$ cat src/rtl/reg_dest_scoreboard_pkg.sv
// Shared definitions for the register destination scoreboard: destination
// mode encoding, default geometry and the pending-counter width helper.
package reg_dest_scoreboard_pkg;

  localparam int DEFAULT_REG_ADDR_W = 5;
  localparam int DEFAULT_PIPE_DEPTH = 3;
  localparam int DEFAULT_LINK_REG   = 31;

  // Destination select encoding presented by decode/control.
  typedef enum logic [1:0] {
    DST_RT      = 2'b00,
    DST_RD      = 2'b01,
    DST_LINK    = 2'b10,
    DST_ILLEGAL = 2'b11
  } dst_mode_e;

  // A register can have at most depth writes in flight, so the counter must
  // hold the values 0..depth.
  function automatic int pend_cnt_width(input int depth);
    return (depth < 1) ? 1 : $clog2(depth + 1);
  endfunction

endpackage

$ cat src/rtl/reg_dest_scoreboard_dst_select.sv
// Combinational destination mux: picks rt, rd or the link register from the
// decoded destination mode and flags the reserved encoding.
module reg_dest_scoreboard_dst_select
  import reg_dest_scoreboard_pkg::*;
#(
  parameter int REG_ADDR_W = DEFAULT_REG_ADDR_W,
  parameter int LINK_REG   = DEFAULT_LINK_REG
) (
  input  logic [REG_ADDR_W-1:0] rt,
  input  logic [REG_ADDR_W-1:0] rd,
  input  logic [1:0]            dst_mode,
  output logic [REG_ADDR_W-1:0] dst,
  output logic                  illegal
);

  // Mode to address decode; the reserved mode selects nothing and raises illegal.
  always_comb begin
    // NOTE: defaults first so every path assigns dst/illegal and no latch is inferred.
    dst     = '0;
    illegal = 1'b0;
    case (dst_mode)
      DST_RT:      dst     = rt;
      DST_RD:      dst     = rd;
      DST_LINK:    dst     = REG_ADDR_W'(LINK_REG);
      DST_ILLEGAL: illegal = 1'b1;
    endcase
  end

endmodule

$ cat src/rtl/reg_dest_scoreboard.sv
// Register destination scoreboard: selects the write destination of each
// issued instruction, carries it through a fixed-latency in-flight pipeline to
// the register file write port, and counts pending writes per register so
// decode can be stalled on a read-after-write hazard.
module reg_dest_scoreboard
  import reg_dest_scoreboard_pkg::*;
#(
  parameter int REG_ADDR_W = DEFAULT_REG_ADDR_W,
  parameter int NUM_REGS   = 2 ** REG_ADDR_W,
  parameter int PIPE_DEPTH = DEFAULT_PIPE_DEPTH,
  parameter int LINK_REG   = DEFAULT_LINK_REG
) (
  input  logic                  clk,
  input  logic                  rst,
  input  logic                  issue_valid,
  input  logic [REG_ADDR_W-1:0] rt,
  input  logic [REG_ADDR_W-1:0] rd,
  input  logic [1:0]            dst_mode,
  input  logic                  reg_write,
  input  logic [REG_ADDR_W-1:0] src_a,
  input  logic [REG_ADDR_W-1:0] src_b,
  input  logic                  src_a_used,
  input  logic                  src_b_used,
  input  logic                  flush,
  output logic                  stall,
  output logic                  wb_valid,
  output logic [REG_ADDR_W-1:0] wb_addr,
  output logic [NUM_REGS-1:0]   busy_vec,
  output logic                  illegal_dst
);

  localparam int CNT_W = pend_cnt_width(PIPE_DEPTH);

  logic [REG_ADDR_W-1:0] sel_dst;
  logic                  sel_illegal;
  logic                  accept;
  logic                  entry_valid;
  logic [NUM_REGS-1:0]   busy;
  logic [NUM_REGS-1:0]   inc_vec;
  logic [NUM_REGS-1:0]   dec_vec;

  // Stage 0 is filled at the accept edge; the last stage is the wb stage.
  logic                  stage_valid [PIPE_DEPTH];
  logic [REG_ADDR_W-1:0] stage_addr  [PIPE_DEPTH];
  logic [CNT_W-1:0]      pend_cnt    [NUM_REGS];

  reg_dest_scoreboard_dst_select #(
    .REG_ADDR_W (REG_ADDR_W),
    .LINK_REG   (LINK_REG)
  ) u_dst_select (
    .rt       (rt),
    .rd       (rd),
    .dst_mode (dst_mode),
    .dst      (sel_dst),
    .illegal  (sel_illegal)
  );

  // Busy map from the pending counters; register 0 is hardwired and never busy.
  always_comb begin
    busy = '0;
    for (int r = 1; r < NUM_REGS; r++) begin
      busy[r] = (pend_cnt[r] != '0);
    end
  end

  // A stalled issue is not accepted; its own destination plays no part in the hazard.
  assign stall = issue_valid & ((src_a_used & busy[src_a]) | (src_b_used & busy[src_b]));
  assign accept      = issue_valid & ~stall & ~flush;
  assign entry_valid = accept & reg_write & ~sel_illegal & (sel_dst != '0);

  // One-hot increment (new entry) and decrement (entry leaving the wb stage).
  always_comb begin
    inc_vec = '0;
    dec_vec = '0;
    if (entry_valid) inc_vec = NUM_REGS'(1) << sel_dst;
    if (wb_valid)    dec_vec = NUM_REGS'(1) << wb_addr;
  end

  // In-flight shift pipeline: advances every cycle, bubbles where nothing was accepted.
  always_ff @(posedge clk) begin
    // NOTE: the stage array is reset because its valid bits are control state;
    // a pure data array would be left unreset.
    if (rst || flush) begin
      for (int i = 0; i < PIPE_DEPTH; i++) begin
        stage_valid[i] <= 1'b0;
        stage_addr[i]  <= '0;
      end
    end else begin
      // NOTE: non-blocking <= so every stage samples its neighbour's pre-edge value.
      stage_valid[0] <= entry_valid;
      stage_addr[0]  <= entry_valid ? sel_dst : '0;
      for (int i = 1; i < PIPE_DEPTH; i++) begin
        stage_valid[i] <= stage_valid[i-1];
        stage_addr[i]  <= stage_addr[i-1];
      end
    end
  end

  // Pending-write counters: +1 on entry, -1 after the wb cycle, net zero when both hit.
  // Flush clears everything; the wb write visible this cycle still completes.
  always_ff @(posedge clk) begin
    if (rst || flush) begin
      for (int r = 0; r < NUM_REGS; r++) pend_cnt[r] <= '0;
    end else begin
      for (int r = 0; r < NUM_REGS; r++) begin
        if (inc_vec[r] && !dec_vec[r]) pend_cnt[r] <= pend_cnt[r] + CNT_W'(1);
        else if (dec_vec[r] && !inc_vec[r]) pend_cnt[r] <= pend_cnt[r] - CNT_W'(1);
      end
    end
  end

  // One-cycle pulse for an accepted issue carrying the reserved destination mode.
  always_ff @(posedge clk) begin
    if (rst) illegal_dst <= 1'b0;
    else     illegal_dst <= accept & sel_illegal;
  end

  assign wb_valid = stage_valid[PIPE_DEPTH-1];
  assign wb_addr  = stage_addr[PIPE_DEPTH-1];
  assign busy_vec = busy;

endmodule

$ cat config.mk
export PLATFORM = sky130hd
export DESIGN_NAME = reg_dest_scoreboard
export DESIGN_NICKNAME = d
export VERILOG_FILES = /design/src/rtl/reg_dest_scoreboard_pkg.sv /design/src/rtl/reg_dest_scoreboard_dst_select.sv /design/src/rtl/reg_dest_scoreboard.sv
export SDC_FILE = /design/constraint.sdc
export NUM_CORES = 1
export LEC_CHECK = 0
export ABC_AREA = 1
export CAP_MARGIN = 20
export CELL_PAD_IN_SITES_DETAIL_PLACEMENT = 1
export CELL_PAD_IN_SITES_GLOBAL_PLACEMENT = 1
export CORE_UTILIZATION = 36
export CTS_CLUSTER_SIZE = 8
export DETAILED_ROUTE_END_ITERATION = 12
export GPL_ROUTABILITY_DRIVEN = 0
export PLACE_DENSITY_LB_ADDON = 0.1
export SLEW_MARGIN = 20
export SYNTH_ARGS = -nofsm -noshare
export SYNTH_HDL_FRONTEND = slang
export SYNTH_SLANG_ARGS = --single-unit
$ cat constraint.sdc
create_clock -name clk -period 1.9 [get_ports clk]
set_input_delay 0.19 -clock clk [delete_from_list [all_inputs] [get_ports clk]]
set_output_delay 0.19 -clock clk [all_outputs]
set_load 0.05 [all_outputs]
======== Yosys cells after proc, flatten, opt, wreduce, memory -nomap -nowiden ========
Memory sizes are Yosys's and may differ from the RTL's.
Cells that the tools add are included.
storage, ports and cells
  memory bits (writable) .................. 82
  memories ................................ 3
  register bits ........................... 1
  bits in read-only memories .............. 0
  logic and storage cells ................. 626
  latch bits .............................. 0
cells by class
  mux-type cells .......................... 306
  multiply operators ...................... 0
  shift-type cells ........................ 2
  bitwise operators ....................... 83
  equality and inequality tests ........... 3
  order comparisons ....................... 2
  div/mod/pow operators ................... 0
  reduce and logical (&&, ||, !) cells .... 162
  add/subtract/negate cells ............... 64
memory list
  memory       depth  width  rd ports  clocked after memory_dff  wr ports  RTL line                   source
  pend_cnt     32     2      32        0                         32        reg_dest_scoreboard.sv:45  logic [CNT_W-1:0] pend_cnt [NUM_REGS];
  stage_addr   3      5      3         0                         3         reg_dest_scoreboard.sv:44  logic [REG_ADDR_W-1:0] stage_addr [PIPE_DEPTH];
  stage_valid  3      1      3         0                         3         reg_dest_scoreboard.sv:43  logic stage_valid [PIPE_DEPTH];
operators by type and width
  operator                                                                       number
  1-bit 2-to-1 mux                                                               233
  2-bit 2-to-1 mux                                                               64
  1-bit OR                                                                       71
  2-bit by 1-bit adder with 2-bit output (second input constant)                 32
  1-bit logical AND                                                              64
  1-bit zero test                                                                64
  32-bit 2-to-1 mux                                                              2
  1-bit by 5-bit left shift with 32-bit output (first input constant)            2
  2-bit by 1-bit subtractor with 2-bit output (second input constant)            32
  2-bit nonzero test                                                             31
  5-bit 2-to-1 mux                                                               4
  5-bit case mux with 3 select lines                                             1
  5-bit by 6-bit less-than comparator with 1-bit output (second input constant)  2
  1-bit binary-select mux with 5-bit select                                      2
  1-bit AND                                                                      9
  5-bit nonzero test                                                             1
  2-bit == test (second input constant)                                          2
  1-bit inverter                                                                 3
  2-bit by 1-bit == test with 1-bit output (second input constant)               1
  2-bit zero test                                                                1
  1-bit logical OR                                                               1

======== Logic depth before layout (Yosys ltp) ========
Gate-level depths: netlist of the first run.
An unclocked memory read counts as a cell.
  depth after elaboration ................. 21
  depth in mapped cells ................... 18
  gate-level depth less buffers ........... 18

======== Modules after synthesis ========
A second synthesis of the first run with hierarchy kept.
unflattened totals
  cell total of the unflattened synthesis .. 891
  area, all modules ....................... 5954.5 sq um
modules (own cells, without submodules)
  module                          area each (sq um)  times used  cells each
  reg_dest_scoreboard             5855.6             1           869
  reg_dest_scoreboard_dst_select  98.8               1           22

======== Least setup slack after synthesis of the first run ========
Ideal clock, no wire load.
  path type ............................... register to output
  start point ............................. memory pend_cnt[1][2] (netlist name)
  end point ............................... output stall
  path slack .............................. -0.481 ns
  arrival ................................. 2.191 ns
  required time ........................... 1.710 ns
  stages on the path, launching flop included .. 12
  path through ............................ edfxtp_1 -> inv_1 -> ha_1 -> inv_1 -> a21oi_1 -> nand2_1 -> nand3_1 -> nand3_1 -> nand2_1 -> nand2_1 -> nand3_2 -> a21oi_1
RTL lines
  element          RTL line                   source
  start, declared  reg_dest_scoreboard.sv:45
  end, declared    reg_dest_scoreboard.sv:25  output logic stall,

==> results of run 1 <==
## layer usage
| metal | GRT usage (%) | share of wire, % | up-vias |
|---|---|---|---|
| li1 | - | - | 3338 |
| met1 | 33.6 | 39 | 3675 |
| met2 | 53.9 | 49 | 374 |
| met3 | 5.28 | 5.7 | 139 |
| met4 | 16.3 | 6.3 | 0 |
| met5 | 0 | 0 | - |
## power groups by stage
stage          clock [µW]  combinational [µW]  sequential [µW]
2_1_floorplan           0                 809             2100
3_3_place_gp            0                1450             2090
3_5_place_dp            0                1520             2100
4_1_cts              1810                1680             2060
5_1_grt              1940                1980             2080
6_report             1890                1890             2080
## synth_stat cells (all sizes together), types with 7 or more instances
library cell | instances | share of area [%]
or2 | 7 | 0.76
dfxtp | 19 | 6.6
nand4 | 10 | 1.2
xor2 | 9 | 1.4
inv | 133 | 8.7
nor3 | 19 | 1.6
o21ai | 20 | 1.9
nand3 | 100 | 9.0
edfxtp | 62 | 32
a21oi | 37 | 3.2
nor2 | 147 | 10
buf | 28 | 3.1
nand2 | 281 | 18
## per-stage QoR
stage	power (µW)	utilization, %	TNS [ps]	hold WS, ps
after floorplan	2910	-	-39840	267
after global placement	3540	50.2	-80880	397
after detailed placement	3610	50.2	-95600	404
after CTS	5550	57.5	-59360	414
after global routing	6000	61.5	-88900	439
final	5850	61.5	-80490	413
## final timing paths
kind         slack (ps)                         from  depth (start not counted)                       endpoint
max                -830     pend_cnt[1][3]$_DFFE_PP_                         18  pend_cnt[0][30]$_SDFFCE_PN0P_
min                 410  stage_addr[0][6]$_SDFF_PN0_                          2   stage_addr[0][11]$_SDFF_PN0_
max reg2reg        -830     pend_cnt[1][3]$_DFFE_PP_                         18  pend_cnt[0][30]$_SDFFCE_PN0P_
min reg2reg         410  stage_addr[0][6]$_SDFF_PN0_                          2   stage_addr[0][11]$_SDFF_PN0_
## state kept, by name, indices dropped and copies added (netlist names)
register and flops:
pend_cnt 62, stage_addr 15, stage_valid 3, illegal_dst 1
## repair_timing
item / CTS / global route
pin swaps: 46 / 48
gates resized for setup: 183 / 138
setup endpoints to repair: 123 / 118
cloned: 3 / 0
buffers inserted: 18 / 15
## cell type report
cell class	count	area share, %
Timing Repair Buffer	284	25.8
Tap cell	216	2.79
Sequential cell	81	23.1
Clock inverter	4	0.309
Multi-Input combinational cell	642	39.9
Inverter	135	5.38
Clock buffer	12	2.76
## logic make-up (layout without fill, tap and decap cells)
logic type	Yosys count	count (layout)
xor gates and xnor gates	9	9
muxes	3	3
other	1	1
adders and majority gates	1	1
DFF	81	81
and+or+nand+nor	566	566
buffers and inverters	169	435
AOI/OAI and AO/OA	62	62
## worst reg2reg max path, cell delays in order (launching register included)
cell,delay (ps)
edfxtp_1,400
inv_2,90
ha_4,140
inv_4,50
a21oi_2,170
nand2_1,90
nand3_1,70
nand3_1,80
nand2_1,110
nand2_2,70
nand3_4,130
nand3_4,100
nor2_4,170
buf_12,150
buf_12,120
buf_16,160
nand2_4,70
nand2_1,130
nand3_1,150
==> results.json, run 1 <==
{
  "status": "finished with violations",
  "violations": "negative setup slack",
  "crit_buf_inv": 5,
  "synth_top_family_by_area": "simple AND/OR/NAND/NOR gates",
  "rows": 46,
  "dp_slack_ps": -940,
  "p_seq_share_pct": 35.5,
  "synth_fa_ha_area_share_pct": 0.216,
  "relSlewSlack_pct": 56.8,
  "max-cap-violations": 0,
  "drt-initial-drc-count": 629,
  "worst_slew_pin_slew_ps": 643,
  "cts.sinks": 81,
  "grt_max_degree": 35,
  "crit_slowest_cell": "edfxtp_1",
  "io_buffers": 67,
  "ctsHtreeMaxLevel": 3,
  "core_area_um2": 15800,
  "final_common_cell": "buf_4",
  "grt.total_usage_pct": 29.9,
  "hold_viol": 0,
  "first_global_vias": 7339,
  "ir_drop_uv": 835,
  "routed_wl_mm": 30.1,
  "avgSynthCellArea_um2": 6.49,
  "grt_first_pass_wirelength_mm": 37.5,
  "setup_slack_ps": -830,
  "async_flop_share_pct": 0,
  "ys.flop_type": "edfxtp_1",
  "min_path_type": "register to register",
  "fmax_ghz": 0.366,
  "area_delta_synth_final_pct": 67.5,
  "syn-cell-area_um2": 5790,
  "ff_latch_area_um2": 2240,
  "drcViolationCount": 0,
  "power.density_nw_per_um2": 603,
  "synth_compound_area_share_pct": 5.70,
  "setup_viol_count_final": 118,
  "final_max_slew_viol_count": 0,
  "crit_path_max_incr_delay_ps": 400,
  "routedWlPerCell_um": 21.9,
  "stdcell_count": 1374,
  "cts_root_buf": "clkbuf_16",
  "synth.area.mux_share_pct": 0.518,
  "die_w_um": 129,
  "clkPwrFrac_pct": 32.2,
  "power_leakage_uw": 0.00447,
  "start_util_pct": 36.7,
  "hold_buffers": 0,
  "worstPathRequired_ps": 1990,
  "antenna_left": 0,
  "p_sw_share_pct": 36.0,
  "fin_area_um2": 9700,
  "end_kind": "register",
  "synth-seq-cells": 81,
  "finalNetCount": 1183,
  "p_int_uw": 3750,
  "overflow": 0,
  "crit_type": "register to register",
  "final_cell_mix": "buf_4 (204), nand2_1 (201), nor2_1 (128)",
  "period_share_pct": 144,
  "vias_per_cell": 5.48,
  "power_switching_uw": 2110,
  "multi_input_area_um2": 3870,
  "synth_xor_xnor_area_share_pct": 1.36,
  "synth_nets": 922,
  "clockBufferDepth": 2,
  "synth_cells": 892,
  "synth_warnings": 0,
  "placed_area_um2": 7920,
  "dp_cells": 1327,
  "die_h_um": 129,
  "cp_max_fo": 6,
  "fin_crit_ps": 2730,
  "pin_count": 69,
  "die-area_um2": 16600,
  "post-dp-hpwl_mm": 17.4,
  "cts_tree": "done",
  "yosys.area_share.simple_pct": 41.2,
  "nFillCells": 1979,
  "clkTransAtPathRegs_ps": 70,
  "ys_seq_area_share_pct": 38.7,
  "vias": 7526,
  "cp_top_family": "simple AND/OR/NAND/NOR gates",
  "worstPathCellList": "inv_2, ha_4, inv_4, a21oi_2, nand2_1, nand3_1, nand3_1, nand2_1, nand2_2, nand3_4, nand3_4, nor2_4, buf_12, buf_12, buf_16, nand2_4, nand2_1, nand3_1",
  "clock_latency_ps": 370,
  "synth_edf_count": 62,
  "arrival_ps": 2820,
  "cts_buffers": 9,
  "antenna_found_initial": 0,
  "first_pass_iters": 5,
  "share_comb_of_total_power_pct": 32.3,
  "fin_worst_skew_ps": 9.48,
  "rsz0062_at_grt": "yes",
  "synthDistinctLibCells": 33,
  "cp-start-kind": "register",
  "antennaDiodeCount": 0,
  "drive_above_1_share_pct": 40.1
}
No activity file was read; power rests on OpenSTA's default activity.
==> run 2, diff against run 1 <==
--- a/config.mk
+++ b/config.mk
@@ -14,6 +14,7 @@
 export DETAILED_ROUTE_END_ITERATION = 12
 export GPL_ROUTABILITY_DRIVEN = 0
 export PLACE_DENSITY_LB_ADDON = 0.1
+export SKIP_LAST_GASP = 1
 export SLEW_MARGIN = 20
 export SYNTH_ARGS = -nofsm -noshare
 export SYNTH_HDL_FRONTEND = slang
==> results.json, run 2 (synthesis results as in run 1) <==
{
  "grt_max_degree": 35,
  "final_cell_mix": "buf_4 (213), nand2_1 (209), nor2_1 (130)",
  "start_util_pct": 36.7,
  "core_area_um2": 15800,
  "drt-initial-drc-count": 614,
  "setup_viol_count_final": 118,
  "drcViolationCount": 0,
  "fin_crit_ps": 2620,
  "die_h_um": 129,
  "first_global_vias": 7325,
  "cts.sinks": 81,
  "routed_wl_mm": 27.0,
  "setup_slack_ps": -718,
  "post-dp-hpwl_mm": 17.4,
  "antenna_left": 0,
  "status": "finished with violations",
  "cp-start-kind": "register",
  "cp_top_family": "simple AND/OR/NAND/NOR gates",
  "max-cap-violations": 0,
  "fmax_ghz": 0.382,
  "cts_tree": "done",
  "period_share_pct": 138,
  "hold_viol": 0,
  "vias": 7280,
  "power.density_nw_per_um2": 604,
  "largest_register": "pend_cnt",
  "worst_slew_pin_slew_ps": 630,
  "hold_depth": 2,
  "die_w_um": 129,
  "dp_slack_ps": -940,
  "grt_first_pass_wirelength_mm": 37.5,
  "pin_count": 69,
  "power_leakage_uw": 0.00436,
  "end_kind": "register",
  "crit_path_max_incr_delay_ps": 430,
  "drive_above_1_share_pct": 38.3,
  "relSlewSlack_pct": 57.7,
  "first_pass_iters": 5,
  "antenna_found_initial": 0,
  "vias_per_cell": 5.30,
  "antennaDiodeCount": 0,
  "cts_buffers": 9,
  "finalNetCount": 1183,
  "fin_worst_skew_ps": 10.5,
  "violations": "negative setup slack",
  "crit_buf_inv": 4,
  "min_path_type": "register to register",
  "nFillCells": 1984,
  "routedWlPerCell_um": 19.6,
  "ctsHtreeMaxLevel": 3,
  "overflow": 0,
  "final_max_slew_viol_count": 0,
  "cts_root_buf": "clkbuf_16",
  "largest_register_ffs": 62,
  "final_common_cell": "buf_4",
  "final_util_pct": 60.1,
  "reg.largest.list": "pend_cnt (62), stage_addr (15), stage_valid (3)",
  "cp_max_fo": 6,
  "ir_drop_uv": 372,
  "io_buffers": 67,
  "worstPathCellList": "or2_4, nand2_1, nand3_1, nand3_1, nand3_1, nand2_1, nand2_1, nand3_4, nand3_4, nor2_4, buf_12, buf_12, buf_16, nand4_1, buf_4, a21oi_2",
  "area_delta_synth_final_pct": 63.5,
  "crit_type": "register to register",
  "rsz0062_at_grt": "yes",
  "crit_cells": 16,
  "clkTransAtPathRegs_ps": 70,
  "arrival_ps": 2830,
  "crit_slowest_cell": "edfxtp_1",
  "grt.total_usage_pct": 29.8,
  "reg2reg_depth": 16,
  "worstPathRequired_ps": 2110,
  "die-area_um2": 16600,
  "clock_latency_ps": 360,
  "rows": 46,
  "clockBufferDepth": 2
}
run 2: cell types whose count changed in the layout (fill, tap and decap cells not counted), moves of 2 or more:
cell     delta
nand2_4     -9
nor2_1      +2
buf_4       +9
nor2_4      -6
nand2_1     +8
nand3_4     -5
a21oi_2     -3
buf_6       -7
nand3_1     +7
nand3_2     -2
nor2_2      +4
a21oi_1     +3
run 2: routing by layer:
metal	wire length, µm	vias to the layer above	share of wire, %	global-route usage, %
li1	-	3330	-	-
met1	10400	3533	39	34.4
met2	13800	299	51	55.4
met3	1300	118	4.8	3.24
met4	1430	0	5.3	13.1
met5	0	-	0	0
run 2: where the power goes:
| group | leakage (µW) | total, µW | internal, µW | switching (µW) |
|---|---|---|---|---|
| logic | 0.00337 | 1820 | 711 | 1110 |
| registers | 0.000838 | 2070 | 2010 | 58.9 |
| clock network | 0.000149 | 1830 | 1010 | 814 |
run 2: area by class of cell:
| type | instances | area, µm² | share of cell area, % |
|---|---|---|---|
| clock buffer | 12 | 268 | 2.83 |
| timing repair buffer | 284 | 2450 | 25.9 |
| inverter | 135 | 514 | 5.43 |
| multi-input combinational | 642 | 3690 | 39.0 |
| sequential | 81 | 2240 | 23.7 |
| clock inverter | 4 | 30.0 | 0.317 |
| tap | 216 | 270 | 2.85 |
run 2: path summary, 6_finish.rpt:
path / start / to / slack (ps)
max: pend_cnt[0][28]$_SDFFCE_PN0P_ / pend_cnt[0][30]$_SDFFCE_PN0P_ / -720
min: stage_addr[0][6]$_SDFF_PN0_ / stage_addr[0][11]$_SDFF_PN0_ / 410
max reg2reg: pend_cnt[0][28]$_SDFFCE_PN0P_ / pend_cnt[0][30]$_SDFFCE_PN0P_ / -720
min reg2reg: stage_addr[0][6]$_SDFF_PN0_ / stage_addr[0][11]$_SDFF_PN0_ / 410
run 2: through the flow:
stage	power [µW]	hold slack, ps	instances	instance area [µm²]	setup TNS (ps)
finish	5720	412	1374	9470	-67780
global route	5890	433	1374	9470	-80690
CTS	5550	414	1364	9060	-59360
detailed placement	3610	404	1327	7920	-95600
global placement	3540	397	1327	7920	-80880
floorplan	2910	267	892	5790	-39840
run 2: repair_timing:
item	4_1_cts	5_1_grt
hold buffers	0	0
gates cloned	3	0
resized for setup	181	88
buffers inserted	18	12
setup endpoints to repair	123	118
pin swaps	46	37
run 2: worst reg2reg max path, stage by stage, from the launching register on:
cell and delay, ps:
edfxtp_1 430, or2_4 320, nand2_1 70, nand3_1 70, nand3_1 90, nand3_1 70, nand2_1 70, nand2_1 100
nand3_4 110, nand3_4 90, nor2_4 150, buf_12 140, buf_12 120, buf_16 160, nand4_1 160, buf_4 200
a21oi_2 130
==> run 3, diff against run 2 <==
--- a/config.mk
+++ b/config.mk
@@ -5,13 +5,14 @@
 export SDC_FILE = /design/constraint.sdc
 export NUM_CORES = 1
 export LEC_CHECK = 0
-export ABC_AREA = 1
+export ABC_AREA = 0
 export CAP_MARGIN = 20
 export CELL_PAD_IN_SITES_DETAIL_PLACEMENT = 1
 export CELL_PAD_IN_SITES_GLOBAL_PLACEMENT = 1
-export CORE_UTILIZATION = 36
+export CORE_UTILIZATION = 44
 export CTS_CLUSTER_SIZE = 8
 export DETAILED_ROUTE_END_ITERATION = 12
+export DONT_BUFFER_PORTS = 1
 export GPL_ROUTABILITY_DRIVEN = 0
 export PLACE_DENSITY_LB_ADDON = 0.1
 export SKIP_LAST_GASP = 1
==> results.json, run 3 <==
{
  "synth_commonest_cells": "nor2_1 (91), edfxtp_1 (62), nand2_1 (54), nor3_1 (46), clkbuf_1 (38)",
  "synth.area.top_cells": "edfxtp_1 (30%), dfxtp_1 (6.2%), nor2_1 (5.6%)",
  "cts_buffers": 9,
  "error": "[ERROR DPL-0033] detailed placement checks failed during check placement.",
  "dp_slack_ps": -1170,
  "die_h_um": 120,
  "synth-seq-cells": 81,
  "ctsHtreeMaxLevel": 3,
  "start_util_pct": 45.7,
  "cts_root_buf": "clkbuf_16",
  "ys.flop_type": "edfxtp_1",
  "synth_most_common_cell": "nor2_1",
  "synthDistinctLibCells": 64,
  "worst_endpoint": "pend_cnt[1][7]$_SDFFCE_PN0P_/DE",
  "cts.sinks": 81,
  "synth_nets": 750,
  "grt_max_degree": 26,
  "synth_edf_count": 62,
  "avgSynthCellArea_um2": 8.50,
  "placed_area_um2": 8100,
  "synth_cells": 720,
  "ys_seq_area_share_pct": 36.6,
  "lastStage": "global routing",
  "status": "did not finish",
  "io_buffers": 0,
  "pin_count": 69,
  "synth_warnings": 0,
  "async_flop_share_pct": 0,
  "synth_top_cell_area_share_pct": 30.4,
  "syn-cell-area_um2": 6120,
  "clockBufferDepth": 2,
  "die_w_um": 120,
  "worst-endpoint-pin-kind": "register data pin",
  "synth_top_cell_by_area": "edfxtp_1",
  "antenna_found_initial": 3,
  "post-dp-hpwl_mm": 17.7,
  "rows": 42
}
==> run 3: cell types whose count changed after synthesis, moves of 17 or more <==
cell | previous run | this run
a21o_1 | 0 | 17
clkbuf_1 | 6 | 38
inv_1 | 125 | 21
nand2_1 | 279 | 54
nand3_1 | 96 | 22
nor2_1 | 141 | 91
nor3_1 | 19 | 46
nor3b_1 | 0 | 17
nor4_1 | 1 | 25
o311ai_0 | 0 | 19
xnor2_1 | 0 | 37
==> run 3: cell families after synthesis <==
| logic type | count (synthesis) | synth area share (%) |
|---|---|---|
| other cells | 1 | 0.0613 |
| simple gates | 368 | 31.9 |
| xor+xnor | 48 | 6.87 |
| buf+inv | 76 | 5.40 |
| fa+ha+maj | 1 | 0.204 |
| mux | 16 | 4.05 |
| compound gates | 129 | 14.9 |
| flops | 81 | 36.6 |
==> run 3: metrics by stage <==
| step | std cells | util (%) |
|---|---|---|
| after floorplan | 720 | - |
| after global placement | 1043 | 60.4 |
| after detailed placement | 1043 | 60.4 |
| after CTS | 1096 | 70.4 |
==> run 3: what timing repair did <==
| item | 4_1_cts |
|---|---|
| resized for setup | 141 |
| buffers inserted | 32 |
| pin swaps | 57 |
| hold buffers | 2 |
| cloned | 5 |
| hold endpoints to repair | 1 |
| endpoints found under the setup margin | 118 |
==> run 4, diff against run 3 <==
--- a/config.mk
+++ b/config.mk
@@ -7,14 +7,11 @@
 export LEC_CHECK = 0
 export ABC_AREA = 0
 export CAP_MARGIN = 20
-export CELL_PAD_IN_SITES_DETAIL_PLACEMENT = 1
-export CELL_PAD_IN_SITES_GLOBAL_PLACEMENT = 1
-export CORE_UTILIZATION = 44
-export CTS_CLUSTER_SIZE = 8
+export CORE_UTILIZATION = 40
 export DETAILED_ROUTE_END_ITERATION = 12
 export DONT_BUFFER_PORTS = 1
 export GPL_ROUTABILITY_DRIVEN = 0
-export PLACE_DENSITY_LB_ADDON = 0.1
+export PLACE_DENSITY_LB_ADDON = 0.15
 export SKIP_LAST_GASP = 1
 export SLEW_MARGIN = 20
 export SYNTH_ARGS = -nofsm -noshare
==> constraint.sdc (replaced) <==
create_clock -name clk -period 2.47 [get_ports clk]
set_input_delay 0.247 -clock clk [delete_from_list [all_inputs] [get_ports clk]]
set_output_delay 0.247 -clock clk [all_outputs]
set_load 0.05 [all_outputs]
==> results.json, run 4 <==
{
  "final.setup.tns_ps": -53360,
  "clockBufferDepth": 2,
  "ctsHtreeMaxLevel": 3,
  "synth_commonest_cells": "nor2_1 (91), edfxtp_1 (62), nand2_1 (54), nor3_1 (46), clkbuf_1 (38)",
  "grt_max_degree": 37,
  "routedWlPerCell_um": 20.3,
  "relSlewSlack_pct": 41.0,
  "synth_nets": 750,
  "period_share_pct": 126,
  "synth_top_cell_area_share_pct": 30.4,
  "synthDistinctLibCells": 64,
  "vias_per_cell": 5.91,
  "cp_max_fo": 3,
  "synth.area.top_cells": "edfxtp_1 (30%), dfxtp_1 (6.2%), nor2_1 (5.6%)",
  "hold_buffers": 0,
  "synth_edf_count": 62,
  "largest_register": "pend_cnt",
  "fin_worst_skew_ps": 8.90,
  "drcViolationCount": 7,
  "power.density_nw_per_um2": 459,
  "synth_most_common_cell": "nor2_1",
  "violations": "design-rule violations, negative setup slack",
  "async_flop_share_pct": 0,
  "overflow": 0,
  "nFillCells": 1194,
  "worstPathRequired_ps": 2220,
  "reg.largest.list": "pend_cnt (62), stage_addr (15), stage_valid (3)",
  "first_global_vias": 6214,
  "setup_slack_ps": -636,
  "vias": 6386,
  "synth-seq-cells": 81,
  "rrSetupSlack_ps": -630,
  "cts_tree": "done",
  "largest_register_ffs": 62,
  "min_path_type": "primary input to register",
  "setup_viol_count_final": 118,
  "gr-usage-met1_pct": 37.3,
  "grt_util_met2_pct": 45.7,
  "final_max_slew_viol_count": 0,
  "ys.flop_type": "edfxtp_1",
  "ys_seq_area_share_pct": 36.6,
  "max-cap-violations": 0,
  "die-area_um2": 15800,
  "synth_warnings": 0,
  "die_w_um": 126,
  "antennaDiodeCount": 0,
  "grt_first_pass_wirelength_mm": 33.7,
  "area_delta_synth_final_pct": 52.3,
  "fmax_ghz": 0.322,
  "reg2reg_depth": 8,
  "routed_wl_mm": 21.9,
  "rows": 44,
  "avgSynthCellArea_um2": 8.50,
  "worst_slew_pin_slew_ps": 884,
  "clkTransAtPathRegs_ps": 70,
  "arrival_ps": 2860,
  "final_cell_mix": "buf_4 (176), nor2_1 (86), edfxtp_1 (62)",
  "rsz0062_at_grt": "yes",
  "drive_above_1_share_pct": 46.0,
  "power_uw": 4280,
  "cts.sinks": 81,
  "cts_root_buf": "clkbuf_16",
  "busiest_layer": "met2",
  "start_util_pct": 41.5,
  "status": "finished with violations",
  "syn-cell-area_um2": 6120,
  "end_kind": "output port",
  "fin_crit_ps": 3110,
  "cts_buffers": 9,
  "synth_top_cell_by_area": "edfxtp_1",
  "grt.total_usage_pct": 28.0,
  "final_common_cell": "buf_4",
  "finalNetCount": 922,
  "hold_viol": 0,
  "antenna_left": 0,
  "ir_drop_uv": 312,
  "core_area_um2": 14800,
  "post-dp-hpwl_mm": 15.2,
  "crit_end": "stall",
  "r2r-start": "pend_cnt[0][25]$_SDFFCE_PN0P_",
  "pin_count": 69,
  "drt-initial-drc-count": 602,
  "power_leakage_uw": 0.00350,
  "first_pass_iters": 9,
  "crit_path_start": "pend_cnt[0][25]$_SDFFCE_PN0P_",
  "synth_cells": 720,
  "crit_type": "register to output port",
  "antenna_found_initial": 0,
  "use_met3_pct": 4.67,
  "io_buffers": 0,
  "die_h_um": 126,
  "cp-start-kind": "register",
  "clock_latency_ps": 350,
  "r2r-end": "pend_cnt[0][26]$_SDFFCE_PN0P_"
}
==> run 4: critical path, cell delays in order, from the launching register on <==
cell,delay (ps)
edfxtp_1,400
or2_4,280
mux4_2,500
o22ai_4,200
nor3_4,80
buf_4,150
or4_4,560
buf_6,140
and2_4,180
==> run 4: how the worst min path moves through the flow <==
stage / depth (start not counted) / end / startpoint
after global placement: 2 / illegal_dst$_SDFF_PP0_ / issue_valid
final: 2 / illegal_dst$_SDFF_PP0_ / issue_valid
after detailed placement: 2 / illegal_dst$_SDFF_PP0_ / issue_valid
after global routing: 2 / illegal_dst$_SDFF_PP0_ / issue_valid
after floorplan: 2 / illegal_dst$_SDFF_PP0_ / issue_valid
after CTS: 2 / illegal_dst$_SDFF_PP0_ / issue_valid
==> run 4: cell type report <==
cell class              instances  area (µm²)  share of cell area [%]
repair buffers                216        1880                    20.2
clock buffers                  11         264                    2.83
well taps                     184         230                    2.47
inverters                      21        82.6                   0.886
flip-flops and latches         81        2240                    24.1
clock inverters                 5        57.6                   0.617
multi-input cells             563        4560                    48.9
==> run 4: where the power goes <==
group          leakage (µW)  switching (µW)  total (µW)  internal (µW)
registers          0.000840            38.8        1570           1530
logic               0.00250             709        1240            528
clock network      0.000162             592        1470            877
==> run 4: per-layer routing <==
metal	up-vias	part of all wire [%]
li1	2970	-
met1	3110	44
met2	265	47
met3	41	6.6
met4	0	2.5
met5	-	0
==> run 4: repair_timing <==
item	in CTS	in global routing
pin swaps	52	31
endpoints found under the hold margin	0	0
gates resized for setup	123	47
setup buffers	32	14
endpoints found under the setup margin	118	118
cloned	4	1
==> run 4: logic make-up after synthesis <==
kind of cell	count (synthesis)	share of synthesized area [%]
AOI/OAI and AO/OA	129	14.9
adders and majority gates	1	0.204
buffers and inverters	76	5.40
other	1	0.0613
muxes	16	4.05
DFF	81	36.6
and+or+nand+nor	368	31.9
xor gates and xnor gates	48	6.87
==> run 4: per-stage QoR <==
stage	util, %	instances	cell area (µm²)	hold WS, ps	setup WS [ps]
after floorplan	-	720	6600	386	-550
after global placement	53.0	1019	7820	397	-493
after detailed placement	53.0	1019	7820	396	-526
after CTS	61.2	1069	9030	32.1	-611
after global routing	63.2	1081	9320	42.3	-709
final	63.2	1081	9320	32.7	-636
